===== config.mk =====
export PLATFORM = sky130hd
export DESIGN_NAME = lcd_ctrl_param
export DESIGN_NICKNAME = d
export VERILOG_FILES = /design/src/rtl/lcd_ctrl_param.sv
export SDC_FILE = /design/constraint.sdc
export NUM_CORES = 1
export LEC_CHECK = 0
export BUFFER_PORTS_ARGS = -buffer_cell sky130_fd_sc_hd__buf_2
export CORE_MARGIN = 1
export CORE_UTILIZATION = 59
export DETAILED_ROUTE_END_ITERATION = 8
export GPL_TIMING_DRIVEN = 0
export MAX_ROUTING_LAYER = met4
export PLACE_DENSITY_LB_ADDON = 0.12
export REMOVE_ABC_BUFFERS = 1
export SYNTH_ARGS = -nofsm -noshare
export SYNTH_HDL_FRONTEND = slang
export SYNTH_SLANG_ARGS = --single-unit

===== constraint.sdc =====
create_clock -name clk -period 3.3 [get_ports clk]
set_clock_uncertainty 0.1 [all_clocks]
set_input_delay 0 -clock clk [delete_from_list [all_inputs] [get_ports clk]]
set_output_delay 0 -clock clk [all_outputs]
set_load 0.05 [all_outputs]

===== src/rtl/lcd_ctrl_param.sv =====
// HD44780-style LCD controller: power-up wait, init sequence, then one host command per handshake (8- or 4-bit bus).
// Command busy for 1 accept cycle + 1 or 2 transfer phases; lcd_enable/init_req are ignored while busy=1.
module lcd_ctrl_param #(
  parameter int CLK_FREQ      = 360,
  parameter int CBITS         = 20,
  parameter int BUS4          = 0,
  parameter int POWERUP_US    = 500,
  parameter int XFER_US       = 50,
  parameter int EHIGH_US      = 13,
  parameter int CLEAR_WAIT_US = 200,
  parameter int ENTRY_WAIT_US = 100
) (
  input  logic       clk,
  input  logic       rst_n,
  input  logic [6:0] in_data,
  input  logic       init_req,
  input  logic       lcd_enable,
  input  logic [9:0] lcd_bus,
  output logic       busy,
  output logic       init_done,
  output logic       e,
  output logic       rs,
  output logic       rw,
  output logic [7:0] lcd_data
);

  localparam int POW_LIM  = POWERUP_US * CLK_FREQ;
  localparam int XFER_LIM = XFER_US * CLK_FREQ;
  localparam int CLR_LIM  = CLEAR_WAIT_US * CLK_FREQ;
  localparam int ENT_LIM  = ENTRY_WAIT_US * CLK_FREQ;
  localparam int MAX_A    = (POWERUP_US > CLEAR_WAIT_US) ? POWERUP_US : CLEAR_WAIT_US;
  localparam int MAX_US   = (MAX_A > XFER_US) ? MAX_A : XFER_US;
  localparam int MAX_LIM  = MAX_US * CLK_FREQ;

  if (CLK_FREQ < 1 || longint'(MAX_LIM) >= (longint'(1) << CBITS)) begin : g_bad_params
    $error("lcd_ctrl_param: CBITS too narrow for the configured delays, or CLK_FREQ < 1");
  end

  localparam logic [CBITS-1:0] POW_END  = CBITS'(POW_LIM - 1);
  localparam logic [CBITS-1:0] XFER_END = CBITS'(XFER_LIM - 1);
  localparam logic [CBITS-1:0] CLR_END  = CBITS'(CLR_LIM - 1);
  localparam logic [CBITS-1:0] ENT_END  = CBITS'(ENT_LIM - 1);
  localparam logic [CBITS-1:0] E_ON     = CBITS'(CLK_FREQ);
  localparam logic [CBITS-1:0] E_OFF    = CBITS'((1 + EHIGH_US) * CLK_FREQ);
  localparam logic             IS8      = (BUS4 == 0);
  // Init command index: 0 = 4-bit wake-up phase (8'h20), 1 fn set, 2 display, 3 clear, 4 entry mode
  localparam logic [2:0]       IDX0     = IS8 ? 3'd1 : 3'd0;

  typedef enum logic [2:0] {
    S_POWERUP = 3'd0,
    S_INIT    = 3'd1,
    S_IDLE    = 3'd2,
    S_SEND    = 3'd3,
    S_WAIT    = 3'd4
  } state_t;

  state_t           state, state_n;
  logic [CBITS-1:0] cnt, cnt_n;
  logic [2:0]       idx, idx_n;
  logic             half, half_n;
  logic [6:0]       cfg, cfg_n;
  logic [9:0]       cmd, cmd_n;
  logic             done_n;

  logic             phase_end, wait_end, two_phase;
  logic             busy_d, e_d, rs_d, rw_d, split_d;
  logic [7:0]       data_d, byte_d;

  function automatic logic [7:0] init_byte(input logic [2:0] i, input logic [6:0] c);
    logic [7:0] b;
    case (i)
      3'd1:    b = {3'b001, IS8, c[6], c[5], 2'b00};
      3'd2:    b = {5'b00001, c[4:2]};
      3'd3:    b = 8'h01;
      3'd4:    b = {6'b000001, c[1:0]};
      default: b = 8'h20;
    endcase
    return b;
  endfunction

  assign phase_end = (cnt == XFER_END);
  assign wait_end  = (cnt == ((idx == 3'd3) ? CLR_END : ENT_END));
  assign two_phase = !IS8 && !(state == S_INIT && idx == 3'd0);

  always_comb begin
    state_n = state;
    cnt_n   = cnt + 1'b1;
    idx_n   = idx;
    half_n  = half;
    cfg_n   = cfg;
    cmd_n   = cmd;
    done_n  = init_done;
    case (state)
      S_POWERUP: begin
        if (cnt == POW_END) begin
          state_n = S_INIT;
          cnt_n   = '0;
          idx_n   = IDX0;
          half_n  = 1'b0;
          cfg_n   = in_data;
        end
      end
      S_INIT, S_SEND: begin
        if (phase_end) begin
          cnt_n = '0;
          if (two_phase && !half) begin
            half_n = 1'b1;
          end else begin
            half_n = 1'b0;
            if (state == S_SEND)   state_n = S_IDLE;
            else if (idx >= 3'd3)  state_n = S_WAIT;
            else                   idx_n   = idx + 3'd1;
          end
        end
      end
      S_WAIT: begin
        if (wait_end) begin
          cnt_n = '0;
          if (idx == 3'd3) begin
            state_n = S_INIT;
            idx_n   = 3'd4;
          end else begin
            state_n = S_IDLE;
            done_n  = 1'b1;
          end
        end
      end
      S_IDLE: begin
        cnt_n = '0;
        // init_req wins; a simultaneous command is dropped and retried by the host
        if (init_req) begin
          state_n = S_INIT;
          idx_n   = IDX0;
          half_n  = 1'b0;
          cfg_n   = in_data;
          done_n  = 1'b0;
        end else if (lcd_enable) begin
          state_n = S_SEND;
          half_n  = 1'b0;
          cmd_n   = lcd_bus;
        end
      end
      default: begin
        state_n = S_POWERUP;
        cnt_n   = '0;
      end
    endcase
  end

  // Outputs are decoded from the next state so the registered pins line up with the state register
  always_comb begin
    busy_d  = (state_n != S_IDLE);
    e_d     = 1'b0;
    rs_d    = 1'b0;
    rw_d    = 1'b0;
    data_d  = 8'h00;
    byte_d  = 8'h00;
    split_d = 1'b0;
    if (state_n == S_INIT || state_n == S_SEND) begin
      e_d     = (cnt_n >= E_ON) && (cnt_n < E_OFF);
      byte_d  = (state_n == S_SEND) ? cmd_n[7:0] : init_byte(idx_n, cfg_n);
      split_d = !IS8 && !(state_n == S_INIT && idx_n == 3'd0);
      if (!split_d)   data_d = byte_d;
      else if (half_n) data_d = {byte_d[3:0], 4'h0};
      else            data_d = {byte_d[7:4], 4'h0};
      if (state_n == S_SEND) begin
        rs_d = cmd_n[9];
        rw_d = cmd_n[8];
      end
    end
  end

  always_ff @(posedge clk or negedge rst_n) begin
    if (!rst_n) begin
      state     <= S_POWERUP;
      cnt       <= '0;
      idx       <= 3'd0;
      half      <= 1'b0;
      cfg       <= 7'd0;
      cmd       <= 10'd0;
      init_done <= 1'b0;
      busy      <= 1'b1;
      e         <= 1'b0;
      rs        <= 1'b0;
      rw        <= 1'b0;
      lcd_data  <= 8'h00;
    end else begin
      state     <= state_n;
      cnt       <= cnt_n;
      idx       <= idx_n;
      half      <= half_n;
      cfg       <= cfg_n;
      cmd       <= cmd_n;
      init_done <= done_n;
      busy      <= busy_d;
      e         <= e_d;
      rs        <= rs_d;
      rw        <= rw_d;
      lcd_data  <= data_d;
    end
  end

  a_busy_idle: assert property (@(posedge clk) disable iff (!rst_n) busy == (state != S_IDLE));

endmodule


## Word-level counts from Yosys, hierarchy flattened

Index checks and enable logic that the tools add are counted.
W data, S select, Z words.

- Add/sub/neg operators: 2
- Multiplexer cells: 40
- Reduce and logical (&&, ||, !) cells: 6
- Magnitude comparators: 3
- Equal/unequal tests: 18

Operators by type and width:

| cell | number |
|---|---|
| $mux W20 | 3 |
| $pmux W20 S3 | 1 |
| $mux W3 | 14 |
| $mux W10 | 3 |
| $pmux W3 S4 | 2 |
| $pmux W6 S4 | 1 |
| $add A20 B1 Y20 const B | 1 |
| $eq A20 B15 Y1 const B | 1 |
| $eq A20 B17 Y1 | 1 |
| $eq A20 B18 Y1 const B | 1 |
| $ge A20 B9 Y1 const B | 1 |
| $lt A20 B13 Y1 const B | 1 |
| $eq A3 B2 Y1 const B | 6 |
| $mux W17 | 1 |
| $mux W8 | 2 |
| $mux W7 | 2 |
| $pmux W7 S2 | 1 |
| $eq A3 B1 Y1 const B | 3 |
| $mux W1 | 8 |
| $eq A3 B3 Y1 const B | 2 |
| $ne A2 B2 Y1 const B | 3 |
| $reduce_and A4 Y1 | 1 |
| $add A3 B1 Y3 const B | 1 |
| $ge A3 B2 Y1 const B | 1 |
| 8 further kinds | 8 |

- Output and inout bits: 13
- Register bits after elaboration: 56

## Longest topological paths before layout

- Word-level depth: 9
- Gate-level depth with buffers: 11
- Depth with buffers taken out: 11

## Least setup slack after synthesis

No wires, ideal clock.

- Kind: reg-to-reg
- Start: register cnt[16]
- End: register e
- Arrival: 2.666 ns
- Slack: 0.439 ns
- Required time: 3.104 ns
- Stages on the path, launching flop included: 9
- Cell sequence: dfrtp_1 buf_6 or4_4 nor3_4 nand3_2 o41ai_4 nor2_4 or4_1 nor4_2

- Cells in the longest elaborated chain, start to end: 6
- Elaborated cells on any way between the ends: 19
- Classes of those cells: add/sub: 1; order compare: 2; eq/ne: 5; mux: 9; reduce/logical: 2

Ends and longest elaborated chain:

| what | RTL line | RTL |
|---|---|---|
| from (decl) | 58 | `logic [CBITS-1:0] cnt, cnt_n;` |
| from (signal assigned) | 189 | `cnt <= cnt_n;` |
| $add A20 B1 Y20, or another cell as far along | 87 | `cnt_n = cnt + 1'b1;` |
| $mux W20, or another cell as far along | 117 | `if (wait_end) begin` |
| $pmux W20 S3 or $pmux W3 S4 (tied branches) | 93 | `case (state)` |
| $ge A20 B9 Y1, or another cell as far along | 160 | `e_d = (cnt_n >= E_ON) && (cnt_n < E_OFF);` |
| $logic_and A1 B1 Y1 or $logic_or A1 B1 Y1 (tied branches) | 160, 159 |  |
| $mux W1 * | 159 | `if (state_n == S_INIT \|\| state_n == S_SEND) begin` |
| named net e_d | 66 | `logic busy_d, e_d, rs_d, rw_d, split_d;` |
| to (signal assigned) | 183 | `e <= 1'b0;` |
| to (signal assigned) | 196 | `e <= e_d;` |
| to (decl) | 21 | `output logic e,` |

Mark *: on every way through the listed nets, which the timed path passes. The rest lies on a longest branch.
A chain may end at the register's enable or synchronous reset.

## Worst setup path after layout

- Start: register cnt[5]
- End: register lcd_data[1]

- Elaborated cells on any way between the ends: 23
- Classes of those cells: eq/ne: 9; mux: 13; reduce/logical: 1

RTL lines:

| what | RTL line | RTL |
|---|---|---|
| $eq A20 B18 Y1 | 95 | `if (cnt == POW_END) begin` |
| $mux W7 | 95 |  |
| $pmux W7 S2 | 93 |  |
| named net cfg_n[1] | 61 | `logic [6:0] cfg, cfg_n;` |
| $pmux W6 S4 | 71 | `case (i)` |
| $mux W8 | 161 | `byte_d = (state_n == S_SEND) ? cmd_n[7:0] : init_byte(idx_n, cfg_n);` |
| $mux W8 | 159 |  |
| named net data_d[1] | 67 | `logic [7:0] data_d, byte_d;` |
| to (signal assigned) | 199 | `lcd_data <= data_d;` |
| to (decl) | 24 | `output logic [7:0] lcd_data` |

The timed path passes the listed nets, and every way through them passes these cells.

==> impl_metrics.tcl <==
set metrics [dict create \
    status "finished, final reports clean" \
    grt_max_degree 57 \
    clkSinkCount 56 \
    leakage_nw 1.682 \
    placement_rows 26 \
    hpwl_um 4550 \
    final_antenna_net_count 0 \
    die_w_um 74.96 \
    antenna_found_initial 0 \
    drv_cap 0 \
    yosysWarningCount 0 \
    fin_crit_sh 0.9511 \
    wl_um 6863 \
    start_util 0.6149 \
    overflow 0 \
    arrival_ns 3.25 \
    cp_max_fo 16 \
    clk_pin_slew_ns 0.10 \
    tns_ns 0 \
    fmax_mhz 318.6 \
    path_cells "or4_4 > nor3_4 > nand3_2 > o41ai_4 > buf_4 > buf_4 > mux2_2 > a22oi_1 > o21ai_1" \
    required_ns 3.42 \
    setup_violations 0 \
    crit_path_max_incr_delay_ns 0.63 \
    nets 399 \
    cts_root_buffer "clkbuf_8" \
    port_buffers 33 \
    firstDrtPassIters 4 \
    drv_slew 0 \
    ys.flop_type "dfrtp_1" \
    vias 2592 \
    drc 0 \
    cp-start-kind "flop" \
    avgRoutedWirePerCell_um 15.42 \
    post-route-min-period_ns 3.139 \
    placedInstanceArea_um2 3333 \
    cp_top_family "simple AND/OR/NAND/NOR gates" \
    pwr_density_cell_nw_per_um2 316.2 \
    die_y_um 74.96 \
    syn_area_per_cell_um2 9.517 \
    drtIter0Drc 258 \
    hp-class "input pin to async pin" \
    clock_latency_ns 0.32 \
    synthTopCellsByArea "dfrtp_1, mux2_2, nor2_1, nand2_1, xnor2_1" \
    vias_per_cell 5.825 \
    synth-seq-cells 56 \
    yosys.area.top_type "dfrtp_1" \
    grt_pass1_vias 2431 \
    crit_slowest_cell "or4_4" \
    worstSetupPathType "flop to flop" \
    synthArstFlopShare 1.000 \
    ctsHtreeMaxLevel 2 \
    ys_seq_area_frac 0.4466 \
    fin_area_um2 3714 \
    finalHoldViolations 0 \
    synth_edf_count 0 \
    tightest_slew_ns 0.7159 \
    yosysUniqueCellTypes 63 \
    core_um2 5107 \
    ir_worst_vdd_v 0.0002309 \
    syn2layout_area_growth_pct 18.25 \
    maxSlewHeadroom 0.5183 \
    synth_top_area_frac 0.4382 \
    antenna_cells 0 \
    cts_buffers 5 \
    cp_num_buf_inv 2 \
    cts.path.max_buffers 2 \
    dieArea_um2 5619 \
    gp_congestion 0.9520 \
    crit_path_end_kind "flop" \
    gr-usage-all-layers 0.2718 \
    drive_above_1_share 0.2267 \
    netlist_area_um2 3141 \
    cts_tree "built" \
    cp_common_cell "buf_4" \
    syn_inst 330 \
    ioPinCount 34 \
    grt_pass1_wl_um 11220 \
]
## logic make-up (layout without fill, tap and decap cells)
kind of cell    after synthesis  in the layout  synth area share
xor+xnor                     21             21           0.05857
buf+inv                      31             76           0.04024
compound gates               53             53            0.1199
fa+ha+maj                     4              4           0.01594
flops                        56             56            0.4466
simple gates                148            148            0.2578
mux                          17             17           0.06096
## cell usage after synthesis (2+ instances only)
| library cell | n |
|---|---|
| nor4_1 | 7 |
| o21ai_0 | 8 |
| inv_1 | 9 |
| buf_2 | 2 |
| a41oi_1 | 2 |
| a31oi_1 | 6 |
| a211oi_1 | 2 |
| nor2b_1 | 11 |
| xnor2_1 | 12 |
| nor2_1 | 37 |
| nand4_1 | 8 |
| nor3_4 | 2 |
| nand2_1 | 28 |
| or3_1 | 3 |
| o21ai_1 | 3 |
| dfrtp_1 | 55 |
| or4_1 | 2 |
| and2_1 | 2 |
| or3b_2 | 2 |
| o211ai_1 | 2 |
| mux2_2 | 17 |
| o32ai_1 | 2 |
| nor3_1 | 9 |
| o22ai_1 | 2 |
| clkbuf_1 | 17 |
| a21oi_1 | 11 |
| and3_1 | 5 |
| ha_1 | 4 |
| nand3_1 | 18 |
| xor2_1 | 9 |
## what timing repair did
item / CTS / global route
cloned: 0 / 0
hold endpoints to repair: 79 / 0
buffers inserted: 2 / 1
endpoints found under the setup margin: 11 / 5
pin swaps: 1 / 2
gates resized for setup: 3 / 5
hold buffers: 19 / 0
## stage by stage
stage          utilization  worst slack, ns  std cells  hold WS [ns]  power, mW
3_3_place_gp        0.6470          -0.5778        412        0.1476     0.7768
5_1_grt             0.7271       -0.0004878        445       0.03923      1.218
4_1_cts             0.7156          0.01294        443        0.1052      1.177
2_1_floorplan            -           0.2105        309       -0.3956     0.7456
6_report            0.7271           0.1613        445      0.009975      1.174
3_5_place_dp        0.6526          -0.6838        414        0.1524     0.7791
## cell type report
class                           count  area (µm²)
Clock inverter                      3       22.52
Sequential cell                    56        1403
Inverter                           10       37.54
Tap cell                           70       87.58
Timing Repair Buffer               58       416.7
Clock buffer                        5       68.82
Multi-Input combinational cell    243        1678
Fill cell                         394        1394
## final timing paths
check | start | endpoint | slack, ns | depth (start not counted)
min in group clk | init_req | state[1] | 0.05 | 3
setup reg to reg | cnt[5] | lcd_data[1] | 0.16 | 9
setup / recovery | cnt[5] | lcd_data[1] | 0.16 | 9
max in group asynchronous | rst_n | busy | 2.50 | 3
hold / removal | rst_n | cnt[2] | 0.01 | 2
hold reg to reg | init_done | init_done | 0.41 | 1
## flip-flops by register name (all words and copies together) (netlist names), 3 cells and up
| name | cells |
|---|---|
| state | 3 |
| lcd_data | 8 |
| cmd | 10 |
| idx | 3 |
| cnt | 20 |
| cfg | 7 |
## cells in the final DEF (no fill, tap or decap), drive strengths merged, types with 3 or more instances in the layout
master / instances
nor2b: 11
clkbuf: 5
nand4: 8
dfrtp: 55
o21ai: 11
nand3: 19
mux2: 17
xnor2: 12
or3: 3
ha: 4
nor3: 11
nand2: 28
or4: 3
inv: 11
nor2: 39
nor4: 8
dlygate4sd3: 19
a21oi: 11
or3b: 3
buf: 39
xor2: 9
a31oi: 6
and3: 6
## routing by layer
layer / vias to the layer above / wire length [µm] / global-route usage
met5: - / 0 / -
met4: 0 / 68 / 0.08386
met3: 6 / 339 / 0.05221
met2: 78 / 3244 / 0.3964
met1: 1242 / 3210 / 0.3834
li1: 1266 / - / -
## power by group
part | switching [mW] | total (mW) | internal (mW)
sequential | 0.00314 | 0.702 | 0.699
clock | 0.237 | 0.389 | 0.153
combinational | 0.0443 | 0.0828 | 0.0385
Note: power is estimated with default switching activity, not from simulation.
